File: config.mk
export PLATFORM = sky130hd
export DESIGN_NAME = craps_game_ctrl_flat
export DESIGN_NICKNAME = d
export VERILOG_FILES = /design/src/rtl/craps_game_ctrl_pkg.sv /design/src/rtl/craps_game_ctrl_if.sv /design/src/rtl/craps_game_ctrl_btn_sync_edge.sv /design/src/rtl/craps_game_ctrl.sv /design/src/flat_wrapper.sv
export SDC_FILE = /design/constraint.sdc
export NUM_CORES = 1
export LEC_CHECK = 0
export CORE_ASPECT_RATIO = 1.2
export CORE_MARGIN = 4
export CORE_UTILIZATION = 62
export CTS_CLUSTER_SIZE = 28
export DETAILED_ROUTE_END_ITERATION = 8
export DONT_BUFFER_PORTS = 1
export PLACE_DENSITY = 0.85
export SLEW_MARGIN = 10
export SYNTH_ARGS = -nofsm -noshare
export SYNTH_HDL_FRONTEND = slang
export SYNTH_HIERARCHICAL = 1
export SYNTH_SLANG_ARGS = --single-unit
File: constraint.sdc
create_clock -name clock -period 3 [get_ports clock]
set_input_delay 0.45 -clock clock [delete_from_list [all_inputs] [get_ports clock]]
set_output_delay 0.45 -clock clock [all_outputs]
set_load 0.1 [all_outputs]
File: src/rtl/craps_game_ctrl_pkg.sv
// Shared definitions for the craps game sequencer: state encodings,
// rule sums and the die legality helper.
package craps_game_ctrl_pkg;

  typedef enum logic [2:0] {
    S_IDLE   = 3'd0,
    S_ROLL   = 3'd1,
    S_SETTLE = 3'd2,
    S_EVAL   = 3'd3,
    S_POINT  = 3'd4,
    S_WIN    = 3'd5,
    S_LOSE   = 3'd6
  } state_t;

  localparam logic [3:0] WIN_7    = 4'd7;
  localparam logic [3:0] WIN_11   = 4'd11;
  localparam logic [3:0] CRAPS_2  = 4'd2;
  localparam logic [3:0] CRAPS_3  = 4'd3;
  localparam logic [3:0] CRAPS_12 = 4'd12;
  localparam logic [2:0] DIE_MIN  = 3'd1;
  localparam logic [2:0] DIE_MAX  = 3'd6;

  function automatic logic die_legal(input logic [2:0] d);
    return (d >= DIE_MIN) && (d <= DIE_MAX);
  endfunction

endpackage

File: src/rtl/craps_game_ctrl_if.sv
// Board-side and dice-side signals of the craps sequencer; master is the
// controller, slave is the board/dice logic driving buttons and die values.
interface craps_game_ctrl_if;

  logic       roll_btn;
  logic       new_game;
  logic [2:0] die1;
  logic [2:0] die2;
  logic       dice_en;
  logic [3:0] sum;
  logic [3:0] point;
  logic       point_valid;
  logic       win;
  logic       lose;
  logic       dice_err;
  logic [7:0] roll_count;
  logic [2:0] state;

  modport master (
    input  roll_btn, new_game, die1, die2,
    output dice_en, sum, point, point_valid, win, lose, dice_err,
           roll_count, state
  );

  modport slave (
    output roll_btn, new_game, die1, die2,
    input  dice_en, sum, point, point_valid, win, lose, dice_err,
           roll_count, state
  );

endinterface

File: src/rtl/craps_game_ctrl_btn_sync_edge.sv
// Two-flop synchronizer with rising-edge pulse for a raw board button.
// An edge only counts after the synced level has been seen low, so a
// button held through reset or a clear never produces a press.
module craps_game_ctrl_btn_sync_edge (
  input  logic clock,
  input  logic reset,
  input  logic btn,
  input  logic clear,
  output logic level,
  output logic rise
);

  logic       meta;
  logic       sync;
  logic       prev;
  logic       armed;
  logic [1:0] fill;

  // fill marks when the sync pipeline holds real samples rather than reset zeros
  always_ff @(posedge clock or posedge reset) begin
    if (reset) begin
      meta  <= 1'b0;
      sync  <= 1'b0;
      prev  <= 1'b0;
      armed <= 1'b0;
      fill  <= 2'b00;
    end else begin
      meta <= btn;
      sync <= meta;
      prev <= sync;
      fill <= {fill[0], 1'b1};
      if (clear)
        armed <= 1'b0;
      else if (fill[1] && !sync)
        armed <= 1'b1;
    end
  end

  assign level = sync;
  assign rise  = sync & ~prev & armed;

endmodule

File: src/rtl/craps_game_ctrl.sv
// Craps game sequencer: runs the dice while the roll button is held,
// captures and sums the dice, and applies come-out and point rules.
module craps_game_ctrl #(
  parameter int MIN_ROLL_CYCLES = 16,
  parameter int SETTLE_CYCLES   = 4
) (
  input logic               clock,
  input logic               reset,
  craps_game_ctrl_if.master bus
);
  import craps_game_ctrl_pkg::*;

  localparam int MAX_CYC = (MIN_ROLL_CYCLES > SETTLE_CYCLES) ? MIN_ROLL_CYCLES : SETTLE_CYCLES;
  localparam int CW = (MAX_CYC > 1) ? $clog2(MAX_CYC) : 1;
  localparam logic [CW-1:0] ROLL_LAST   = CW'(MIN_ROLL_CYCLES - 1);
  localparam logic [CW-1:0] SETTLE_LAST = CW'(SETTLE_CYCLES - 1);

  state_t        state_q, state_d;
  logic [CW-1:0] cnt_q, cnt_d;
  logic [2:0]    cap1_q, cap2_q;
  logic [3:0]    sum_q, point_q, roll_sum;
  logic          point_valid_q, dice_err_q;
  logic [7:0]    roll_count_q;
  logic          btn_level, press;
  logic          capture, do_eval, set_point, cap_err;

  craps_game_ctrl_btn_sync_edge u_roll_btn (
    .clock (clock),
    .reset (reset),
    .btn   (bus.roll_btn),
    .clear (bus.new_game),
    .level (btn_level),
    .rise  (press)
  );

  assign roll_sum = 4'(cap1_q) + 4'(cap2_q);

  always_comb begin
    state_d   = state_q;
    cnt_d     = cnt_q;
    capture   = 1'b0;
    do_eval   = 1'b0;
    set_point = 1'b0;
    cap_err   = 1'b0;
    if (bus.new_game) begin
      state_d = S_IDLE;
      cnt_d   = '0;
    end else begin
      case (state_q)
        S_IDLE, S_POINT: begin
          if (press) begin
            state_d = S_ROLL;
            cnt_d   = '0;
          end
        end
        // the hold counter saturates at the minimum so long presses never wrap
        S_ROLL: begin
          if (!btn_level && cnt_q >= ROLL_LAST) begin
            state_d = S_SETTLE;
            cnt_d   = '0;
          end else if (cnt_q < ROLL_LAST) begin
            cnt_d = cnt_q + 1'b1;
          end
        end
        S_SETTLE: begin
          if (cnt_q >= SETTLE_LAST) begin
            cnt_d   = '0;
            capture = 1'b1;
            if (die_legal(bus.die1) && die_legal(bus.die2)) begin
              state_d = S_EVAL;
            end else begin
              cap_err = 1'b1;
              state_d = point_valid_q ? S_POINT : S_IDLE;
            end
          end else begin
            cnt_d = cnt_q + 1'b1;
          end
        end
        S_EVAL: begin
          do_eval = 1'b1;
          if (!point_valid_q) begin
            if (roll_sum == WIN_7 || roll_sum == WIN_11)
              state_d = S_WIN;
            else if (roll_sum == CRAPS_2 || roll_sum == CRAPS_3 || roll_sum == CRAPS_12)
              state_d = S_LOSE;
            else begin
              state_d   = S_POINT;
              set_point = 1'b1;
            end
          end else begin
            if (roll_sum == point_q)
              state_d = S_WIN;
            else if (roll_sum == WIN_7)
              state_d = S_LOSE;
            else
              state_d = S_POINT;
          end
        end
        S_WIN, S_LOSE: ;
        default: state_d = S_IDLE;
      endcase
    end
  end

  always_ff @(posedge clock or posedge reset) begin
    if (reset) begin
      state_q       <= S_IDLE;
      cnt_q         <= '0;
      cap1_q        <= '0;
      cap2_q        <= '0;
      sum_q         <= '0;
      point_q       <= '0;
      point_valid_q <= 1'b0;
      dice_err_q    <= 1'b0;
      roll_count_q  <= '0;
    end else begin
      state_q    <= state_d;
      cnt_q      <= cnt_d;
      dice_err_q <= cap_err;
      if (capture) begin
        cap1_q <= bus.die1;
        cap2_q <= bus.die2;
      end
      if (bus.new_game) begin
        point_q       <= '0;
        point_valid_q <= 1'b0;
        roll_count_q  <= '0;
      end else if (do_eval) begin
        sum_q <= roll_sum;
        if (roll_count_q != 8'hFF)
          roll_count_q <= roll_count_q + 8'd1;
        if (set_point) begin
          point_q       <= roll_sum;
          point_valid_q <= 1'b1;
        end
      end
    end
  end

  assign bus.dice_en     = (state_q == S_ROLL);
  assign bus.win         = (state_q == S_WIN);
  assign bus.lose        = (state_q == S_LOSE);
  assign bus.state       = state_q;
  assign bus.sum         = sum_q;
  assign bus.point       = point_q;
  assign bus.point_valid = point_valid_q;
  assign bus.dice_err    = dice_err_q;
  assign bus.roll_count  = roll_count_q;

endmodule

File: src/flat_wrapper.sv
// flat-port wrapper written by rule: the top's interface ports become plain ports
module craps_game_ctrl_flat import craps_game_ctrl_pkg::*;
#(
  parameter int MIN_ROLL_CYCLES = 16,
  parameter int SETTLE_CYCLES   = 4
)
  (clock, reset, bus_roll_btn, bus_new_game, bus_die1, bus_die2, bus_dice_en, bus_sum, bus_point, bus_point_valid, bus_win, bus_lose, bus_dice_err, bus_roll_count, bus_state);
  craps_game_ctrl_if bus_i ();
  input logic clock;
  input logic reset;
  input wire logic [$bits(bus_i.roll_btn)-1:0] bus_roll_btn;
  input wire logic [$bits(bus_i.new_game)-1:0] bus_new_game;
  input wire logic [$bits(bus_i.die1)-1:0] bus_die1;
  input wire logic [$bits(bus_i.die2)-1:0] bus_die2;
  output wire logic [$bits(bus_i.dice_en)-1:0] bus_dice_en;
  output wire logic [$bits(bus_i.sum)-1:0] bus_sum;
  output wire logic [$bits(bus_i.point)-1:0] bus_point;
  output wire logic [$bits(bus_i.point_valid)-1:0] bus_point_valid;
  output wire logic [$bits(bus_i.win)-1:0] bus_win;
  output wire logic [$bits(bus_i.lose)-1:0] bus_lose;
  output wire logic [$bits(bus_i.dice_err)-1:0] bus_dice_err;
  output wire logic [$bits(bus_i.roll_count)-1:0] bus_roll_count;
  output wire logic [$bits(bus_i.state)-1:0] bus_state;
  assign bus_i.roll_btn = bus_roll_btn;
  assign bus_i.new_game = bus_new_game;
  assign bus_i.die1 = bus_die1;
  assign bus_i.die2 = bus_die2;
  assign bus_dice_en = bus_i.dice_en;
  assign bus_sum = bus_i.sum;
  assign bus_point = bus_i.point;
  assign bus_point_valid = bus_i.point_valid;
  assign bus_win = bus_i.win;
  assign bus_lose = bus_i.lose;
  assign bus_dice_err = bus_i.dice_err;
  assign bus_roll_count = bus_i.roll_count;
  assign bus_state = bus_i.state;
  craps_game_ctrl #(.MIN_ROLL_CYCLES(MIN_ROLL_CYCLES), .SETTLE_CYCLES(SETTLE_CYCLES)) u_core (.clock(clock), .reset(reset), .bus(bus_i));
endmodule
== Word-level counts from Yosys, hierarchy flattened ==
Cells that the tools add are included.
Operators by class
  bitwise operators: 4
  reductions and logical operators: 22
  equal/unequal tests: 18
  add/subtract/negate cells: 3
  order comparisons: 7
  multiplexer cells: 43
Operator list (number)
  $mux W4: 8
  $mux W3: 9
  $mux W8: 3
  $mux W1: 19
  $pmux W3 S5: 1
  $pmux W4 S3: 1
  $eq A3 B3 Y1 const B: 3
  $ne A3 B2 Y1 const B: 3
  $add A8 B1 Y8 const B: 1
  $eq A4 B2 Y1 const B: 2
  $eq A4 B4 Y1 const B: 2
  $ne A8 B8 Y1 const B: 1
  $reduce_bool A2 Y1: 4
  $eq A3 B2 Y1 const B: 2
  $ge A3 B1 Y1 const B: 2
  $le A3 B3 Y1 const B: 2
  $reduce_and A2 Y1: 3
  $logic_and A1 B1 Y1: 5
  $add A3 B3 Y4: 1
  $add A4 B1 Y4 const B: 1
  $eq A4 B3 Y1 const B: 1
  $eq A4 B4 Y1: 1
  $ge A4 B2 Y1 const B: 1
  $ge A4 B4 Y1 const B: 1
  14 further kinds: 20
Word-level totals
  output and inout bits: 24
  logic and storage cells: 111
  input bits: 10
  flip-flop bits (word level): 37

== Logic depth before layout (Yosys ltp) ==
  depth in word-level cells: 12
  mapped depth: 8
  depth with buffers taken out: 7

== Modules after synthesis ==
Netlist, hierarchy kept.
By module, submodules not included
  craps_game_ctrl: cells each 188, seq. area each 775.7 um^2, area an instance 1854.3 um^2, instances 1
  craps_game_ctrl_btn_sync_edge: cells each 13, seq. area each 150.1 um^2, area an instance 183.9 um^2, instances 1

== Worst setup path before layout ==
Ideal clock, no wire load.
  kind: register to output
  start point: register u_core.state_q[2] (netlist: u_core/bus.state[2])
  end point: output port bus_lose
  required time: 2550 ps
  slack: -794 ps
  path buffers: 1
  data arrival time: 3344 ps
  cell stages (with the launch flop): 4
  path through: dfrtp_1 buf_2 inv_1 nor3_1
On the way
  cells in the longest elaborated chain, start to end: 1
Ends and longest elaborated chain
  start: declaration: RTL line craps_game_ctrl.sv:18  | state_t state_q, state_d;
  start signal: assignment: RTL line craps_game_ctrl.sv:117  | state_q <= state_d;
  $eq A3 B3 Y1: RTL line craps_game_ctrl.sv:142  | assign bus.lose = (state_q == S_LOSE);
  end: declaration: RTL line flat_wrapper.sv:20  | output wire logic [$bits(bus_i.lose)-1:0] bus_lose;
No other way between the ends.

== Worst setup path in the final report ==
  start point: register u_core.cap1_q[0]
  end point: register u_core.point_q[0] (netlist: u_core/bus.point[0])
On the way
  cells in the longest elaborated chain, start to end: 11
  elaborated cells between the ends (all ways): 19
  those cells by class: add/sub: 1; eq/ne: 5; mux: 8; reduce/logical: 5
Ends and longest elaborated chain
  start: declaration: RTL line craps_game_ctrl.sv:20  | logic [2:0] cap1_q, cap2_q;
  start signal: assignment: RTL line craps_game_ctrl.sv:121  | cap1_q <= bus.die1;
  $add A3 B3 Y4 (*): RTL line craps_game_ctrl.sv:36  | assign roll_sum = 4'(cap1_q) + 4'(cap2_q);
  via u_core.roll_sum[1]: RTL line craps_game_ctrl.sv:21  | logic [3:0] sum_q, point_q, roll_sum;
  $eq A4 B2 Y1: RTL line craps_game_ctrl.sv:84  | else if (roll_sum == CRAPS_2 || roll_sum == CRAPS_3 || roll_sum == CRAPS_12)
  $logic_or A1 B1 Y1 (2 in series): RTL line craps_game_ctrl.sv:84
  $mux W1: RTL line craps_game_ctrl.sv:84
  $mux W1 (*): RTL line craps_game_ctrl.sv:82  | if (roll_sum == WIN_7 || roll_sum == WIN_11)
  $mux W1 (*): RTL line craps_game_ctrl.sv:81  | if (!point_valid_q) begin
  $mux W1 (*): RTL line craps_game_ctrl.sv:49  | case (state_q)
  $mux W1 (*): RTL line craps_game_ctrl.sv:45  | if (bus.new_game) begin
  $reduce_bool A2 Y1 (no line) (*)
  $reduce_and A2 Y1 (no line) (*)
  end signal: assignment: RTL line craps_game_ctrl.sv:133  | point_q <= roll_sum;
  end: declaration: RTL line craps_game_ctrl.sv:21
Mark *: on every way through the listed nets, which the timed path passes. The rest lies on a longest branch. The select of a mux whose other input is x is not followed.
A chain may end at the register's enable or synchronous reset.

==> flow_summary.json <==
{
  "yosysTopAreaCell": "dfrtp_1",
  "die_height_um": 70.8,
  "grt_pass1_vias": 1708,
  "cts_buffers": 5,
  "finalSetupViolCount": 0,
  "overflow": 0,
  "core_um2": 3110,
  "outcome": "complete, no violations",
  "die_x_um": 60.3,
  "synth_nets": 217,
  "grt_usage": 0.240,
  "io_pins": 34,
  "fin_nets": 238,
  "ctsResizeCount": 0,
  "ant_nets": 0,
  "r2r_start": "u_core/cap1_q[0]$_DFFE_PP0P_",
  "port_buffers": 0,
  "crit_arrival_ps": 2820,
  "setup-tns-final_ps": 0,
  "final_util": 0.734,
  "place.gp.congestion": 0.923,
  "clock.fmax_mhz": 392,
  "cts_sinks": 37,
  "slew_viol_final": 0,
  "rsz0062_at_grt": "no",
  "cts-htree-levels": 2,
  "via_per_inst": 6.27,
  "syn_inst": 201,
  "cts_root_buf": "clkbuf_4",
  "p_leak_uw": 0.00106,
  "ys_ff_latch": 37,
  "rows": 22,
  "syn_to_final_growth_pct": 12.0,
  "dpl.hpwl_mm": 3.27,
  "dieArea_um2": 4270,
  "skew_ps": 10.7,
  "clk_pin_slew_ps": 110,
  "ys_warn_count": 6,
  "first_pass_iters": 4,
  "ir_worst_vdd_v": 0.000428,
  "relSlewSlack": 0.392,
  "grt_max_degree": 32,
  "synth_top_flop_cell": "dfrtp_1",
  "seq_area_frac_synth": 0.454,
  "required_ps": 3270,
  "worst-setup-path-type": "reg -> reg",
  "drt_iter0_drc": 99,
  "finalCritPeriodShare": 0.849,
  "final_common_cell": "dfrtp_1",
  "power_density_nw_per_um2": 498,
  "worstPathMaxFanout": 8,
  "wire_per_inst_um": 17.2,
  "synth-async-reset-ratio": 1.00,
  "worst_setup_path_start_kind": "flop",
  "grt_pass1_wl_mm": 7.75,
  "synth_top_area_share": 0.454,
  "timing.final.crit_period_ps": 2550,
  "clockBufferDepth": 2,
  "ys_types": 49,
  "synth.cell_area_um2": 2040,
  "avgSynthCellArea_um2": 10.1,
  "cts_tree": "built",
  "drc": 0,
  "critical_path.startpoint": "u_core/cap1_q[0]$_DFFE_PP0P_",
  "antenna_found_initial": 0,
  "num_vias": 1624,
  "antenna_cells": 0,
  "start_util": 0.655,
  "worst_slew_pin_slew_ps": 912,
  "synthTopCellsByArea": "dfrtp_1, mux2_2, nor2_1",
  "synth_edf_count": 0,
  "routed_wl_mm": 4.47,
  "drive_gt1_frac": 0.224,
  "clk_latency_ps": 360,
  "hold_viol_final": 0,
  "hold_class": "in -> async",
  "final_cell_mix": "dfrtp_1, buf_4, nand2_1",
  "drv_cap": 0,
  "worst_setup_path_end_kind": "flop"
}
[cell type report]
type	instances	area, µm²
clock buffer	5	37.5
clock inverter	3	17.5
fill	232	828
inverter	9	33.8
multi-input combinational	147	1050
sequential	37	926
tap	36	45.0
timing repair buffer	22	168
[where the power goes]
| part | total [µW] | switching [µW] | internal [µW] |
|---|---|---|---|
| clock network | 259 | 170 | 88.3 |
| registers | 554 | 38.1 | 516 |
| logic | 323 | 231 | 92.0 |
[path summary, 6_finish.rpt]
kind / end / slack (ps) / cells after the start
setup / recovery: u_core/bus.point[0]$_DFFE_PP0P_ / 450 / 6
min in group clock: u_core/u_roll_btn/meta$_DFF_PP0_ / 110 / 0
hold reg to reg: u_core/u_roll_btn/level$_DFF_PP0_ / 360 / 0
setup reg to reg: u_core/bus.point[0]$_DFFE_PP0P_ / 450 / 6
max in group asynchronous: u_core/u_roll_btn/prev$_DFF_PP0_ / 2390 / 2
hold / removal: u_core/cnt_q[1]$_DFFE_PP0P_ / 50 / 2
[stage by stage]
step           power [µW]  setup WS (ps)  std cells  hold WS [ps]  instance area, µm²
4_1_cts              1140            516        259          57.2                2280
5_1_grt              1190            379        259          75.2                2280
2_1_floorplan         819           40.8        201           241                2050
3_3_place_gp          868            703        250           260                2220
6_report             1140            452        259          48.8                2280
3_5_place_dp          881            551        250           267                2220
[layer usage]
| metal | global-route usage | up-vias | part of all wire |
|---|---|---|---|
| li1 | - | 762 | - |
| met1 | 0.276 | 791 | 0.39 |
| met2 | 0.412 | 60 | 0.53 |
| met3 | 0.0712 | 11 | 0.062 |
| met4 | 0.0887 | 0 | 0.021 |
| met5 | 0 | - | 0 |
[synth_stat cells, types with 2 or more instances]
cell / n
ha_1: 5
inv_1: 8
a21o_1: 3
a211oi_1: 5
nand2_1: 17
and3_1: 2
nand3b_1: 3
nor3_1: 6
nand4_1: 2
a21oi_1: 8
mux2i_1: 3
clkbuf_1: 5
nor2_1: 18
buf_2: 2
o21ai_0: 7
o21a_1: 3
mux2_2: 7
dfrtp_1: 37
mux2_4: 4
xor2_1: 6
nand3_1: 8
xnor2_1: 6
nor2b_1: 2
a31oi_1: 2
o211ai_1: 3
a311oi_1: 2
nand2b_1: 5
[state kept, by name, summed over array words and instances, names as in the netlist]
name	cells
u_core/cap1_q	3
u_core/cnt_q	4
u_core/bus.state	3
u_core/bus.sum	4
u_core/bus.point	4
u_core/u_roll_btn/prev	1
u_core/u_roll_btn/fill	2
u_core/u_roll_btn/armed	1
u_core/u_roll_btn/meta	1
u_core/bus.roll_count	8
u_core/cap2_q	3
u_core/u_roll_btn/level	1
u_core/bus.dice_err	1
u_core/bus.point_valid	1
[logic make-up after synthesis]
| logic type | synth area share |
|---|---|
| adder cells (fa/ha/maj) | 0.0405 |
| buffers and inverters | 0.0362 |
| multiplexers | 0.0829 |
| AO/OA/AOI/OAI | 0.158 |
| XOR/XNOR | 0.0516 |
| flip-flops | 0.454 |
| AND/OR/NAND/NOR | 0.175 |
| other | 0.00184 |
[critical path, stage by stage, from the launching register on]
cell	delay (ps)
dfrtp_1	400
ha_1	230
fa_1	700
nor2_1	110
a311oi_1	470
and2_1	330
mux2i_1	230
[what timing repair did]
item | CTS | global route
endpoints found under the setup margin | 0 | 0
endpoints found under the hold margin | 6 | 0
buffers inserted | 0 | 0
hold buffers | 1 | 0
Power figures use the tool's default switching activity.
